$ cat config.mk
export PLATFORM = sky130hd
export DESIGN_NAME = reg_bank_arb_flat
export DESIGN_NICKNAME = d
export VERILOG_FILES = /design/src/rtl/reg_bank_arb_pkg.sv /design/src/rtl/reg_bank_arb_if.sv /design/src/rtl/ff_d.sv /design/src/rtl/rr_pick.sv /design/src/rtl/reg_bank_arb.sv /design/src/flat_wrapper.sv
export SDC_FILE = /design/constraint.sdc
export NUM_CORES = 1
export LEC_CHECK = 0
export CAP_MARGIN = 20
export CORE_MARGIN = 1
export CORE_UTILIZATION = 48
export CTS_CLUSTER_DIAMETER = 40
export DETAILED_ROUTE_END_ITERATION = 7
export PLACE_DENSITY = 0.79
export SYNTH_ARGS = -nofsm -noshare
export SYNTH_HDL_FRONTEND = slang
export SYNTH_SLANG_ARGS = --single-unit
$ cat constraint.sdc
create_clock -name clk -period 2.1 [get_ports clk]
set_clock_uncertainty 0.05 [all_clocks]
set_input_delay 0.42 -clock clk [delete_from_list [all_inputs] [get_ports clk]]
set_output_delay 0.42 -clock clk [all_outputs]
set_load 0.1 [all_outputs]
$ cat src/rtl/reg_bank_arb_pkg.sv
// Shared constants and types for the arbitrated register bank.
// FSM encoding and the flop delay constant used by timing-aware benches.
package reg_bank_arb_pkg;

  localparam int unsigned T_FF_DELAY = 1;

  localparam logic ST_IDLE  = 1'b0;
  localparam logic ST_WRITE = 1'b1;

  typedef enum logic {
    StIdle  = ST_IDLE,
    StWrite = ST_WRITE
  } state_e;

  // Width of an index into n items, never zero.
  function automatic int unsigned idx_width(input int unsigned n);
    return (n > 1) ? $clog2(n) : 1;
  endfunction

endpackage

$ cat src/rtl/reg_bank_arb_if.sv
// Requester/read bus of the arbitrated register bank.
// master: requesters and reader; slave: the bank itself.
interface reg_bank_arb_if #(
   parameter int unsigned N_REQ = 4,
   parameter int unsigned W     = 8,
   parameter int unsigned AW    = 2
);

   logic [N_REQ-1:0]    req;
   logic [N_REQ*AW-1:0] req_addr;
   logic [N_REQ*W-1:0]  req_data;
   logic [N_REQ-1:0]    gnt;
   logic                busy;
   logic                addr_err;
   logic [AW-1:0]       rd_addr;
   logic [W-1:0]        rd_data;

   modport master (
      output req, req_addr, req_data, rd_addr,
      input  gnt, busy, addr_err, rd_data
   );

   modport slave (
      input  req, req_addr, req_data, rd_addr,
      output gnt, busy, addr_err, rd_data
   );

endinterface

$ cat src/rtl/ff_d.sv
// N-bit enabled D register with asynchronous active-low clear.
module ff_d #(
   parameter int unsigned N = 8
) (
   input  logic         clk,
   input  logic         res_n,
   input  logic         en,
   input  logic [N-1:0] din,
   output logic [N-1:0] dout
);

   always_ff @(posedge clk or negedge res_n) begin
      if (!res_n) begin
         dout <= '0;
      end else if (en) begin
         dout <= din;
      end
   end

endmodule

$ cat src/rtl/rr_pick.sv
// Combinational rotate-priority picker: first set req scanning from ptr upward with wrap.
module rr_pick
   import reg_bank_arb_pkg::*;
#(
   parameter int unsigned N = 4,
   localparam int unsigned IdxW = idx_width(N)
) (
   input  logic [N-1:0]    req,
   input  logic [IdxW-1:0] ptr,
   output logic            valid,
   output logic [IdxW-1:0] idx
);

   int cand;

   // Scan offsets from the far end so the offset closest to ptr is written last and wins.
   always_comb begin
      idx  = '0;
      cand = 0;
      for (int i = int'(N) - 1; i >= 0; i--) begin
         cand = int'(ptr) + i;
         if (cand >= int'(N)) begin
            cand = cand - int'(N);
         end
         if (req[cand]) begin
            idx = IdxW'(cand);
         end
      end
      valid = |req;
   end

endmodule

$ cat src/rtl/reg_bank_arb.sv
// Register bank with one write port shared by N_REQ requesters via a round-robin arbiter.
// Two-state FSM: IDLE samples and stages the winner, WRITE commits it for exactly one cycle.
module reg_bank_arb
   import reg_bank_arb_pkg::*;
#(
   parameter int unsigned N_REQ = 4,
   parameter int unsigned W     = 8,
   parameter int unsigned DEPTH = 4,
   parameter int unsigned AW    = 2
) (
   input  logic         clk,
   input  logic         res_n,
   reg_bank_arb_if.slave bus
);

   localparam int unsigned IdxW    = idx_width(N_REQ);
   localparam logic [IdxW-1:0] LastIdx = IdxW'(N_REQ - 1);
   localparam logic [AW:0]     DepthW  = (AW + 1)'(DEPTH);

   state_e          state_q, state_d;
   logic [IdxW-1:0] ptr_q, ptr_d;
   logic [IdxW-1:0] sel_q, sel_d;
   logic [AW-1:0]   stg_addr_q, stg_addr_d;
   logic [W-1:0]    stg_data_q, stg_data_d;

   logic            pick_valid;
   logic [IdxW-1:0] pick_idx;
   logic            write_act;
   logic            in_range;
   logic [DEPTH-1:0] reg_en;
   logic [W-1:0]    bank_q [DEPTH];

   rr_pick #(
      .N(N_REQ)
   ) u_pick (
      .req   (bus.req),
      .ptr   (ptr_q),
      .valid (pick_valid),
      .idx   (pick_idx)
   );

   always_comb begin
      state_d    = state_q;
      ptr_d      = ptr_q;
      sel_d      = sel_q;
      stg_addr_d = stg_addr_q;
      stg_data_d = stg_data_q;
      unique case (state_q)
         StIdle: begin
            if (pick_valid) begin
               sel_d      = pick_idx;
               stg_addr_d = bus.req_addr[pick_idx*AW +: AW];
               stg_data_d = bus.req_data[pick_idx*W +: W];
               state_d    = StWrite;
            end
         end
         StWrite: begin
            ptr_d   = (sel_q == LastIdx) ? '0 : sel_q + 1'b1;
            state_d = StIdle;
         end
         default: state_d = StIdle;
      endcase
   end

   always_ff @(posedge clk or negedge res_n) begin
      if (!res_n) begin
         state_q    <= StIdle;
         ptr_q      <= '0;
         sel_q      <= '0;
         stg_addr_q <= '0;
         stg_data_q <= '0;
      end else begin
         state_q    <= state_d;
         ptr_q      <= ptr_d;
         sel_q      <= sel_d;
         stg_addr_q <= stg_addr_d;
         stg_data_q <= stg_data_d;
      end
   end

   // Outputs decode the registered state only, so reset clears them without waiting for clk.
   assign write_act = (state_q == StWrite);
   assign in_range  = ({1'b0, stg_addr_q} < DepthW);

   always_comb begin
      bus.gnt = '0;
      if (write_act) begin
         bus.gnt[sel_q] = 1'b1;
      end
   end

   assign bus.busy     = write_act;
   assign bus.addr_err = write_act & ~in_range;

   for (genvar k = 0; k < DEPTH; k++) begin : g_bank
      assign reg_en[k] = write_act && (stg_addr_q == AW'(k));

      ff_d #(
         .N(W)
      ) u_reg (
         .clk   (clk),
         .res_n (res_n),
         .en    (reg_en[k]),
         .din   (stg_data_q),
         .dout  (bank_q[k])
      );
   end

   always_comb begin
      bus.rd_data = '0;
      for (int k = 0; k < int'(DEPTH); k++) begin
         if (bus.rd_addr == AW'(k)) begin
            bus.rd_data = bank_q[k];
         end
      end
   end

   a_reg_en_onehot: assert property (@(posedge clk) disable iff (!res_n) $onehot0(reg_en));
   a_gnt_onehot:    assert property (@(posedge clk) disable iff (!res_n) $onehot0(bus.gnt));

endmodule
$ cat src/flat_wrapper.sv
// flat-port wrapper written by rule: the top's interface ports become plain ports
module reg_bank_arb_flat import reg_bank_arb_pkg::*;
#(
   parameter int unsigned N_REQ = 4,
   parameter int unsigned W     = 8,
   parameter int unsigned DEPTH = 4,
   parameter int unsigned AW    = 2
)
  (clk, res_n, bus_req, bus_req_addr, bus_req_data, bus_rd_addr, bus_gnt, bus_busy, bus_addr_err, bus_rd_data);
  reg_bank_arb_if #(.N_REQ(N_REQ), .W(W), .AW(AW)) bus_i ();
  input  logic clk;
  input  logic res_n;
  input wire logic [$bits(bus_i.req)-1:0] bus_req;
  input wire logic [$bits(bus_i.req_addr)-1:0] bus_req_addr;
  input wire logic [$bits(bus_i.req_data)-1:0] bus_req_data;
  input wire logic [$bits(bus_i.rd_addr)-1:0] bus_rd_addr;
  output wire logic [$bits(bus_i.gnt)-1:0] bus_gnt;
  output wire logic [$bits(bus_i.busy)-1:0] bus_busy;
  output wire logic [$bits(bus_i.addr_err)-1:0] bus_addr_err;
  output wire logic [$bits(bus_i.rd_data)-1:0] bus_rd_data;
  assign bus_i.req = bus_req;
  assign bus_i.req_addr = bus_req_addr;
  assign bus_i.req_data = bus_req_data;
  assign bus_i.rd_addr = bus_rd_addr;
  assign bus_gnt = bus_i.gnt;
  assign bus_busy = bus_i.busy;
  assign bus_addr_err = bus_i.addr_err;
  assign bus_rd_data = bus_i.rd_data;
  reg_bank_arb #(.N_REQ(N_REQ), .W(W), .DEPTH(DEPTH), .AW(AW)) u_core (.clk(clk), .res_n(res_n), .bus(bus_i));
endmodule
==> summary.md <==
| Metric | Value |
|---|---|
| Status | completed |
| CTS tree | done |
| CP Max Fanout | 8 |
| RSZ-0062 raised after global routing | false |
| Final WL | about 4.6 mm |
| Number of max-cap violations | 0 |
| Ranking of synthesized cells by area | dfrtp_1 50%, mux2_1 11%, mux2i_1 8.5%, mux4_2 7.6%, mux2_2 4.3% |
| Async S/R FF share, synth | 1.00 |
| Crit. End Element | output port |
| Fmax | between 0.4 and 0.5 GHz |
| DP Area | around 3200 µm² |
| Slowest-stage cell, CP | clkdlybuf4s50_1 |
| Clock latency on the worst-skew pair | ~0.3 ns |
| Period utilization | 0.986 |
| Synthesized area per cell | 13.6 µm² |
| LEAKAGE | ~0.0015 µW |
| Crit path DAT | between 1.5 and 2 ns |
| Post-synth EDFFs | 0 |
| Vias after detailed routing | about 1,600 |
| TritonCTS Buffers | 5 |
| I/O pin cnt | slightly above 60 |
| Clock share of power | 0.122 |
| RD Place Congestion | approximately 0.72 |
| Cell taking the most area after synthesis | dfrtp_1 |
| Hpwl dp | ~3.6 mm |
| GRT Overall Usage | 0.211 |
| Core Region | between 4000 and 5000 µm² |
| Pint | about 2800 µW |
| Setup TNS | 0 ns |
| Synthesized area | around 2400 µm² |
| Layout Cells excl Fill | between 300 and 400 |
| CP top delay family | buffers and inverters |
| Vias in the first global route | 1,679 |
| Root Buffer | clkbuf_8 |
| N_diodes | 0 |
| Crit-path cells | clkdlybuf4s50_1, buf_12, mux4_2, buf_12 |
| Fillcell total | 358 |
| Grt total ovfl | 0 |
| Worst Path Class, Setup | primary input to output port |
| Pin count of the biggest net entering global routing | 26 |
| Final nets | 289 |
| Post-route ant nets | 0 |
| Power per Cell Area | approximately 1500 nW/µm² |
| Synth top area share | 0.499 |
| Area delta synth->final | 40.0% |
| Count leader, synth | dfrtp_1 |
| Die area | about 5200 µm² |
| Final setup fails | 0 |
| Post-Layout Inst Area | roughly 3300 µm² |
| Initial Utilization | 0.499 |
| Main synth FF type | dfrtp_1 |
| Synth Net Count | about 230 |
| Most frequent CP cell | buf_12 |
| Post-synth top cells | 47 x dfrtp_1, 24 x mux2_1, 20 x mux2i_1, 15 x nand2_1, 10 x o221ai_1 |
| Hold slack final | approximately 0.055 ns |
| Postcts setup bufs | 0 |
| WL/cell | roughly 15 µm |
| Die span in x | slightly above 70 µm |
| Sequential share of power | 0.351 |
| Post-Syn Instances | about 170 |
| VDD IR max | around 0.58 mV |
| P_sw | 2020 µW |
| 1st-pass router iterations | 4 |
| CTS Sinks | 47 |
| Clk buf depth | 2 |
| Gate power share | 0.527 |
| Hold_buf cts | 0 |
| Unique masters post-synth | 29 |
| Port bufs | 60 |
| Max incr delay on CP | around 0.52 ns |
| Sequential share of the synthesized area | 0.499 |
| Hold Violations, Final | 0 |
| First-pass GRT wire length | 8.16 mm |
| Iteration-0 DRC Markers | approximately 120 |
| Synth warn | 0 |
| Number of cells after detailed placement | between 200 and 300 |
| Worst min-delay path class | primary input to async pin |
| Min Tclk post-route | roughly 2.1 ns |
| Initial antenna violation count | 0 |
| Net Sw Frac | 0.421 |
| Worst-path clk slew | about 0.080 ns |
| Site Rows | 25 |
| H-tree Lvls | 2 |
| Die span in y | about 72 µm |
| #FFs+latches synth | 47 |
| Startpoint Class | primary input |
| Via density | approximately 5.2 |
| Number of remaining DRC errors | 0 |
| Share of layout cells above drive strength 1 | 0.214 |
| Least-Margin Pin Slew | between 0.5 and 0.6 ns |
| Final Slew Violations | 0 |
| Worst slew margin | 0.621 |
| Worst EP required | between 1.5 and 2 ns |
| Final core utilization | 0.699 |
| Buffers & Inverters on Critical Path | 3 |
==> area by class of cell <==
type	instances	area, µm²	area share
tap	67	83.8	0.0254
sequential	47	1180	0.357
clock buffer	8	100	0.0303
timing repair buffer	65	812	0.246
inverter	4	15.0	0.00455
multi-input combinational	114	1110	0.337
==> through the flow <==
step | worst slack (ns) | power (µW)
detailed placement | -0.180 | 4240
CTS | 0.0307 | 4830
floorplan | 0.177 | 3360
global route | 0.0102 | 5060
global placement | -0.176 | 4150
finish | 0.0301 | 4790
==> layout by cell type (no fill, tap or decap), types with 2 or more instances in the layout <==
| master | count |
|---|---|
| buf_12 | 17 |
| clkdlybuf4s50_1 | 45 |
| mux2_2 | 9 |
| dfrtp_1 | 46 |
| o22ai_1 | 2 |
| mux4_2 | 8 |
| nand3_1 | 2 |
| o221ai_1 | 10 |
| ha_1 | 4 |
| mux2i_1 | 20 |
| nand2_1 | 15 |
| inv_1 | 3 |
| nor2_1 | 3 |
| o21ai_1 | 3 |
| mux2_1 | 24 |
| nand3b_1 | 2 |
| and2_2 | 4 |
| clkbuf_8 | 7 |
==> final timing paths <==
kind	depth (start not counted)	endpoint	start	slack, ns
max reg2reg	2	u_core.g_bank[0].u_reg.dout[7]$_DFFE_PN0P_	u_core.bus.busy$_DFF_PN0_	0.49
min in group clk	1	u_core.g_bank[0].u_reg.dout[4]$_DFFE_PN0P_	u_core.g_bank[0].u_reg.dout[4]$_DFFE_PN0P_	0.44
max in group asynchronous	2	u_core.stg_addr_q[1]$_DFFE_PN0P_	res_n	1.43
min reg2reg	1	u_core.g_bank[0].u_reg.dout[4]$_DFFE_PN0P_	u_core.g_bank[0].u_reg.dout[4]$_DFFE_PN0P_	0.44
max	4	bus_rd_data[7]	bus_rd_addr[1]	0.03
min	1	u_core.g_bank[0].u_reg.dout[1]$_DFFE_PN0P_	res_n	0.05
==> power groups by stage <==
stage / logic (µW) / registers, µW / clock network, µW
after floorplan: 1770 / 1580 / 0
after global placement: 2480 / 1670 / 0
after detailed placement: 2540 / 1700 / 0
after CTS: 2550 / 1680 / 597
after global routing: 2680 / 1750 / 633
final: 2530 / 1680 / 584
==> state kept, by name, indices dropped and copies added, names as in the netlist <==
name and flops:
u_core.ptr_q 2, u_core.g_bank.u_reg.dout 32, u_core.stg_data_q 8, u_core.stg_addr_q 2, u_core.sel_q 2, u_core.bus.busy 1
==> cells by family after synthesis <==
group           Yosys count  synth area share
mux                      61             0.319
flops                    47             0.499
simple gates             30            0.0659
compound gates           18            0.0616
buf+inv                  12            0.0313
fa+ha+maj                 4            0.0212
other cells               1           0.00159
==> per-layer routing <==
layer  vias to the layer above  share of wire  routed length [µm]  GRT usage
met5                         -              0                   0          0
met4                         0          0.019                  89     0.0980
met3                         7          0.047                 220     0.0458
met2                        52           0.46                2150      0.320
met1                       769           0.47                2170      0.291
li1                        769              -                   -          -
==> repair_timing <==
item | 4_1_cts | 5_1_grt
endpoints found under the setup margin | 8 | 0
gates resized for setup | 1 | 0
endpoints found under the hold margin | 0 | 0
Power figures use the tool's default switching activity.
